`config.mk`:
```
export PLATFORM = sky130hd
export DESIGN_NAME = i2c_eeprom_slave
export DESIGN_NICKNAME = d
export VERILOG_FILES = /design/src/rtl/i2c_pkg.sv /design/src/rtl/i2c_bus_monitor.sv /design/src/rtl/i2c_eeprom_slave.sv
export SDC_FILE = /design/constraint.sdc
export NUM_CORES = 2
export LEC_CHECK = 0
export ABC_AREA = 0
export BUFFER_PORTS_ARGS = -buffer_cell sky130_fd_sc_hd__buf_2
export CORE_MARGIN = 2
export CORE_UTILIZATION = 62
export CTS_CLUSTER_SIZE = 10
export DETAILED_ROUTE_END_ITERATION = 8
export PLACE_DENSITY = 0.78
export SETUP_SLACK_MARGIN = 0.5
export SYNTH_ARGS = -nofsm -noshare
export SYNTH_HDL_FRONTEND = slang
export SYNTH_SLANG_ARGS = --single-unit
```
`constraint.sdc`:
```
create_clock -name clk -period 7 [get_ports clk]
set_clock_uncertainty 0.05 [all_clocks]
set_input_delay 0.7 -clock clk [delete_from_list [all_inputs] [get_ports clk]]
set_output_delay 0.7 -clock clk [all_outputs]
set_load 0.01 [all_outputs]
```
`src/rtl/i2c_pkg.sv`:
```
// rtl/i2c_pkg.sv - shared state codes, ACK levels and default device address for the I2C EEPROM slave
`timescale 1ns/1ps
package i2c_pkg;
   localparam logic [6:0] DEFAULT_SLAVE_ADDR = 7'b1010000;

   // ACK/NACK are SDA bit levels on the wire
   localparam logic ACK  = 1'b0;
   localparam logic NACK = 1'b1;

   localparam logic [3:0] ST_IDLE     = 4'd0;
   localparam logic [3:0] ST_DEV_ADDR = 4'd1;
   localparam logic [3:0] ST_ACK_DEV  = 4'd2;
   localparam logic [3:0] ST_ADDR_HI  = 4'd3;
   localparam logic [3:0] ST_ACK_HI   = 4'd4;
   localparam logic [3:0] ST_ADDR_LO  = 4'd5;
   localparam logic [3:0] ST_ACK_LO   = 4'd6;
   localparam logic [3:0] ST_WR_DATA  = 4'd7;
   localparam logic [3:0] ST_ACK_WR   = 4'd8;
   localparam logic [3:0] ST_RD_DATA  = 4'd9;
   localparam logic [3:0] ST_RD_ACK   = 4'd10;
   localparam logic [3:0] ST_IGNORE   = 4'd11;
endpackage

```
`src/rtl/i2c_bus_monitor.sv`:
```
// rtl/i2c_bus_monitor.sv - SCL/SDA synchronizers with START/STOP and SCL edge detection
`timescale 1ns/1ps
module i2c_bus_monitor (
   input  logic clk,
   input  logic rst_n,
   input  logic scl_in,
   input  logic sda_in,
   output logic scl_rise,
   output logic scl_fall,
   output logic start_det,
   output logic stop_det,
   output logic sda_s
);
   logic [1:0] scl_sync;
   logic [1:0] sda_sync;
   logic       scl_d;
   logic       sda_d;
   logic       scl_s;

   // Reset to the idle bus level so leaving reset never fakes a START
   always_ff @(posedge clk or negedge rst_n) begin
      if (!rst_n) begin
         scl_sync <= 2'b11;
         sda_sync <= 2'b11;
         scl_d    <= 1'b1;
         sda_d    <= 1'b1;
      end else begin
         scl_sync <= {scl_sync[0], scl_in};
         sda_sync <= {sda_sync[0], sda_in};
         scl_d    <= scl_sync[1];
         sda_d    <= sda_sync[1];
      end
   end

   assign scl_s     = scl_sync[1];
   assign sda_s     = sda_sync[1];
   assign scl_rise  = scl_s & ~scl_d;
   assign scl_fall  = ~scl_s & scl_d;
   assign start_det = scl_s & scl_d & sda_d & ~sda_s;
   assign stop_det  = scl_s & scl_d & ~sda_d & sda_s;
endmodule

```
`src/rtl/i2c_eeprom_slave.sv`:
```
// rtl/i2c_eeprom_slave.sv - I2C EEPROM-style slave: 2-byte address pointer, sequential write/read of a byte array
`timescale 1ns/1ps
module i2c_eeprom_slave
   import i2c_pkg::*;
#(
   parameter logic [6:0] SLAVE_ADDR    = DEFAULT_SLAVE_ADDR,
   parameter int         MEM_ADDR_BITS = 8
) (
   input  logic                     clk,
   input  logic                     rst_n,
   input  logic                     scl_in,
   input  logic                     sda_in,
   output logic                     sda_oe,
   output logic                     wr_en,
   output logic [MEM_ADDR_BITS-1:0] wr_addr,
   output logic [7:0]               wr_data,
   output logic                     busy
);
   localparam int DEPTH = 2 ** MEM_ADDR_BITS;
   localparam logic [MEM_ADDR_BITS-1:0] PTR_INC = {{(MEM_ADDR_BITS-1){1'b0}}, 1'b1};

   logic                     scl_rise;
   logic                     scl_fall;
   logic                     start_det;
   logic                     stop_det;
   logic                     sda_s;
   logic [3:0]               state;
   logic [3:0]               bit_cnt;
   logic [7:0]               shreg;
   logic [6:0]               tx;
   logic [7:0]               addr_hi;
   logic                     rw;
   logic [MEM_ADDR_BITS-1:0] ptr;
   logic [7:0]               mem [DEPTH];
   logic [7:0]               rd_byte;
   logic                     byte_done;
   logic                     mem_we;

   i2c_bus_monitor u_mon (
      .clk       (clk),
      .rst_n     (rst_n),
      .scl_in    (scl_in),
      .sda_in    (sda_in),
      .scl_rise  (scl_rise),
      .scl_fall  (scl_fall),
      .start_det (start_det),
      .stop_det  (stop_det),
      .sda_s     (sda_s)
   );

   assign byte_done = scl_fall && (bit_cnt == 4'd8);
   assign mem_we    = byte_done && (state == ST_WR_DATA);
   assign rd_byte   = mem[ptr];

   always_ff @(posedge clk) begin
      if (mem_we) mem[ptr] <= shreg;
   end

   always_ff @(posedge clk or negedge rst_n) begin
      if (!rst_n) begin
         state   <= ST_IDLE;
         bit_cnt <= '0;
         shreg   <= '0;
         tx      <= '0;
         addr_hi <= '0;
         rw      <= 1'b0;
         ptr     <= '0;
         sda_oe  <= 1'b0;
         busy    <= 1'b0;
         wr_en   <= 1'b0;
         wr_addr <= '0;
         wr_data <= '0;
      end else begin
         wr_en <= 1'b0;
         if (start_det) begin
            state   <= ST_DEV_ADDR;
            bit_cnt <= '0;
            sda_oe  <= 1'b0;
         end else if (stop_det) begin
            state  <= ST_IDLE;
            sda_oe <= 1'b0;
            busy   <= 1'b0;
         end else begin
            case (state)
               ST_DEV_ADDR, ST_ADDR_HI, ST_ADDR_LO, ST_WR_DATA: begin
                  if (scl_rise) begin
                     shreg   <= {shreg[6:0], sda_s};
                     bit_cnt <= bit_cnt + 4'd1;
                  end else if (byte_done) begin
                     case (state)
                        ST_DEV_ADDR: begin
                           if (shreg[7:1] == SLAVE_ADDR) begin
                              state  <= ST_ACK_DEV;
                              rw     <= shreg[0];
                              busy   <= 1'b1;
                              sda_oe <= ~ACK;
                           end else begin
                              state <= ST_IGNORE;
                              busy  <= 1'b0;
                           end
                        end
                        ST_ADDR_HI: begin
                           addr_hi <= shreg;
                           state   <= ST_ACK_HI;
                           sda_oe  <= ~ACK;
                        end
                        ST_ADDR_LO: begin
                           ptr    <= MEM_ADDR_BITS'({addr_hi, shreg});
                           state  <= ST_ACK_LO;
                           sda_oe <= ~ACK;
                        end
                        default: begin
                           wr_en   <= 1'b1;
                           wr_addr <= ptr;
                           wr_data <= shreg;
                           ptr     <= ptr + PTR_INC;
                           state   <= ST_ACK_WR;
                           sda_oe  <= ~ACK;
                        end
                     endcase
                  end
               end
               ST_ACK_DEV, ST_ACK_HI, ST_ACK_LO, ST_ACK_WR: begin
                  if (scl_fall) begin
                     bit_cnt <= '0;
                     sda_oe  <= 1'b0;
                     case (state)
                        ST_ACK_DEV: begin
                           if (rw) begin
                              state  <= ST_RD_DATA;
                              tx     <= rd_byte[6:0];
                              sda_oe <= ~rd_byte[7];
                           end else begin
                              state <= ST_ADDR_HI;
                           end
                        end
                        ST_ACK_HI: state <= ST_ADDR_LO;
                        default:   state <= ST_WR_DATA;
                     endcase
                  end
               end
               // MSB is put on the wire when entering RD_DATA; each later SCL fall shifts the next bit out
               ST_RD_DATA: begin
                  if (scl_rise) begin
                     bit_cnt <= bit_cnt + 4'd1;
                  end else if (byte_done) begin
                     state  <= ST_RD_ACK;
                     sda_oe <= 1'b0;
                     ptr    <= ptr + PTR_INC;
                  end else if (scl_fall) begin
                     sda_oe <= ~tx[6];
                     tx     <= {tx[5:0], 1'b0};
                  end
               end
               ST_RD_ACK: begin
                  if (scl_rise) begin
                     shreg <= {shreg[6:0], sda_s};
                  end else if (scl_fall) begin
                     if (shreg[0] == NACK) begin
                        state <= ST_IGNORE;
                     end else begin
                        state   <= ST_RD_DATA;
                        bit_cnt <= '0;
                        tx      <= rd_byte[6:0];
                        sda_oe  <= ~rd_byte[7];
                     end
                  end
               end
               default: ;
            endcase
         end
      end
   end
endmodule

```
==> flow_summary.json <==
{
  "status": "complete, no violations",
  "drt-vias-per-instance": 7.15,
  "rsz0062_at_grt": "false",
  "slew_violations": 0,
  "gp_congestion": 0.926,
  "swShare_pct": 23.4,
  "synth-edff-count": 2048,
  "maxCapViolations": 0,
  "finalHoldViolCount": 0,
  "tns_ns": 0,
  "critPathSlowestCell": "nor3_2",
  "overflow": 0,
  "clk_latency_ns": 0.84,
  "totalWireLength_mm": 209,
  "synth_warnings": 0,
  "critPathLaunch": "u_mon.scl_d$_DFF_PN1_",
  "numCtsBuffers": 229,
  "worstPathArrival_ns": 5.31,
  "antenna_found_initial": 8,
  "hp-class": "reg2reg",
  "p_sw_uw": 6580,
  "final_cell_mix": "edfxtp_1, mux4_2, nor2_1",
  "intPower_uw": 21600,
  "vias": 42400,
  "grt_pass1_vias": 42500,
  "drt_iter0_markers": 7074,
  "power.share.combinational_pct": 6.5,
  "syn_nets": 4030,
  "cts_tree": "yes",
  "rows": 133,
  "path_class": "reg2reg",
  "cts-resized-gates": 0,
  "r2r_start": "u_mon.scl_d$_DFF_PN1_",
  "cp_max_fo": 16,
  "synth_area_sq_mm": 0.0825,
  "grt_first_pass_wirelength_mm": 302,
  "die_h_um": 369,
  "clkTransAtPathRegs_ns": 0.06,
  "power_leakage_uw": 0.0270,
  "ir_worst_vdd_uv": 467,
  "syn_avg_cell_area_sq_um": 20.5,
  "finalCriticalPeriod_ns": 4.91,
  "cp-end-kind": "flop",
  "final_common_cell": "edfxtp_1",
  "power_density_mw_per_mm2": 312,
  "dpl_cell_area_sq_mm": 0.0841,
  "seqPwrFrac_pct": 56.5,
  "io_buffers": 22,
  "critical_path_required_ns": 7.39,
  "cts.sinks": 2105,
  "core_sq_mm": 0.132,
  "min_from": "u_mon.scl_sync[0]$_DFF_PN1_",
  "num_io_pins": 23,
  "max_clock_freq_mhz": 204,
  "dp_hpwl_mm": 119,
  "grt_max_degree": 228,
  "max_stage_delay_ns": 0.84,
  "htreeDepth": 4,
  "die-area_sq_mm": 0.136,
  "wl_per_cell_um": 35.3,
  "worst_pin_slew_ns": 1.38,
  "clk_path_buf_depth": 3,
  "first_pass_iters": 8,
  "cts-root-buf": "clkbuf_16",
  "die_w_um": 369,
  "slew_headroom_pct": 7.87,
  "ant_nets": 0,
  "crit_chain": "nor2b_1 > nand4b_1 > or3_1 > buf_4 > nor3_2 > nand2_1 > nor2_1",
  "drive_above_1_share_pct": 21.6,
  "finalNetCount": 4121,
  "startpoint_type": "flop",
  "synthCells": 4020,
  "grtUsageTotal_pct": 31.3,
  "stdcell_area_sq_mm": 0.0903,
  "drc": 0,
  "critPathBufInv": 1,
  "async_flop_share_pct": 2.71,
  "critical_path.top_delay_family": "simple AND/OR/NAND/NOR gates",
  "finalCritPeriodShare_pct": 70.2,
  "p_clk_share_pct": 37.0,
  "yosys.cell_types.count": 77,
  "synthFlopType": "edfxtp_1",
  "synth-seq-area-share_pct": 76.3,
  "start_util_pct": 62.6,
  "ys_ff_latch": 2105,
  "setup_viol": 0,
  "synthToLayoutAreaGrowth_pct": 9.50
}
logic make-up (layout without fill, tap and decap cells):
group,Yosys count,in the layout,synth area share (%)
multiplexers,659,659,15.3
adder cells (fa/ha/maj),7,7,0.103
AND/OR/NAND/NOR,581,581,3.07
other,0,2,0
XOR/XNOR,1,1,0.0106
AO/OA/AOI/OAI,402,402,3.31
flip-flops,2105,2105,76.3
buffers and inverters,265,414,1.91
registers in the layout, indices dropped and copies added, names as in the netlist:
name / cells
mem: 2048
ptr: 8
shreg: 8
wr_addr: 8
wr_data: 8
tx: 7
bit_cnt: 4
state: 4
u_mon.scl_sync: 2
u_mon.sda_sync: 2
busy: 1
rw: 1
sda_oe: 1
u_mon.scl_d: 1
u_mon.sda_d: 1
wr_en: 1
routing by layer:
metal / part of all wire [%] / GRT usage, %
met5: 0.034 / 0
met4: 5.4 / 14.7
met3: 14 / 8.71
met2: 46 / 47.2
met1: 35 / 43.0
power groups by stage:
stage	sequential (uW)	clock (uW)	combinational [uW]
after global placement	16100	0	1720
after global routing	15900	10900	1960
final	15900	10400	1820
after CTS	15900	10500	1800
after detailed placement	16200	0	1800
after floorplan	16700	0	401
per-stage QoR:
| step | setup WS [ns] | hold slack, ns | power [uW] | cells | util [%] |
|---|---|---|---|---|---|
| after floorplan | 1.94 | 0.295 | 17100 | 4020 | - |
| after global placement | 2.47 | 0.302 | 17900 | 5632 | 63.8 |
| after detailed placement | 2.38 | 0.305 | 18000 | 5632 | 63.8 |
| after CTS | 2.30 | 0.312 | 28200 | 5924 | 68.5 |
| after global routing | 1.94 | 0.321 | 28800 | 5924 | 68.5 |
| final | 2.09 | 0.313 | 28200 | 5926 | 68.5 |
synthesized netlist by cell type, drive strengths merged (4+ instances only):
| cell | n | share of area (%) |
|---|---|---|
| a2111oi | 4 | 0.050 |
| a211oi | 13 | 0.12 |
| a21oi | 82 | 0.50 |
| a221oi | 27 | 0.29 |
| a22o | 20 | 0.21 |
| a22oi | 86 | 0.78 |
| a31oi | 11 | 0.083 |
| and2 | 11 | 0.083 |
| and3 | 14 | 0.11 |
| buf | 155 | 1.4 |
| clkbuf | 90 | 0.41 |
| dfrtp | 51 | 1.5 |
| dfstp | 6 | 0.19 |
| edfxtp | 2048 | 75 |
| ha | 6 | 0.091 |
| inv | 18 | 0.082 |
| mux2 | 42 | 0.57 |
| mux2i | 142 | 1.7 |
| mux4 | 475 | 13 |
| nand2 | 150 | 0.69 |
| nand2b | 8 | 0.061 |
| nand3 | 32 | 0.19 |
| nand4 | 6 | 0.046 |
| nor2 | 298 | 1.4 |
| nor2b | 11 | 0.083 |
| nor3 | 19 | 0.13 |
| nor3b | 6 | 0.061 |
| nor4bb | 4 | 0.049 |
| o211ai | 8 | 0.073 |
| o21ai | 76 | 0.46 |
| o221ai | 30 | 0.32 |
| o22ai | 16 | 0.12 |
| o31ai | 5 | 0.046 |
timing repair:
| item | CTS | global route |
|---|---|---|
| endpoints found under the setup margin | 0 | 0 |
| hold buffers | 3 | 0 |
| hold endpoints to repair | 53 | 0 |
| setup buffers | 0 | 0 |
path summary, 6_finish.rpt:
path                                               end  slack, ns  cells past startpoint
setup / recovery                 mem[185][4]$_DFFE_PP_       2.09                      7
min in group asynchronous       wr_data[3]$_DFFE_PN0P_       0.50                      3
hold reg to reg            u_mon.scl_sync[1]$_DFF_PN1_       0.31                      0
setup reg to reg                 mem[185][4]$_DFFE_PP_       2.09                      7
max in group asynchronous         shreg[3]$_DFFE_PN0P_       5.80                      3
hold / removal             u_mon.scl_sync[1]$_DFF_PN1_       0.31                      0
area by class of cell:
| cell class | count | area, sq um |
|---|---|---|
| flip-flops and latches | 2105 | 63000 |
| fillers | 7683 | 41500 |
| multi-input cells | 1650 | 18000 |
| clock buffers | 278 | 6040 |
| well taps | 1755 | 2200 |
| repair buffers | 105 | 878 |
| clock inverters | 11 | 125 |
| inverters | 20 | 75.1 |
| diodes | 2 | 5.00 |
Power figures use the tool's default switching activity.
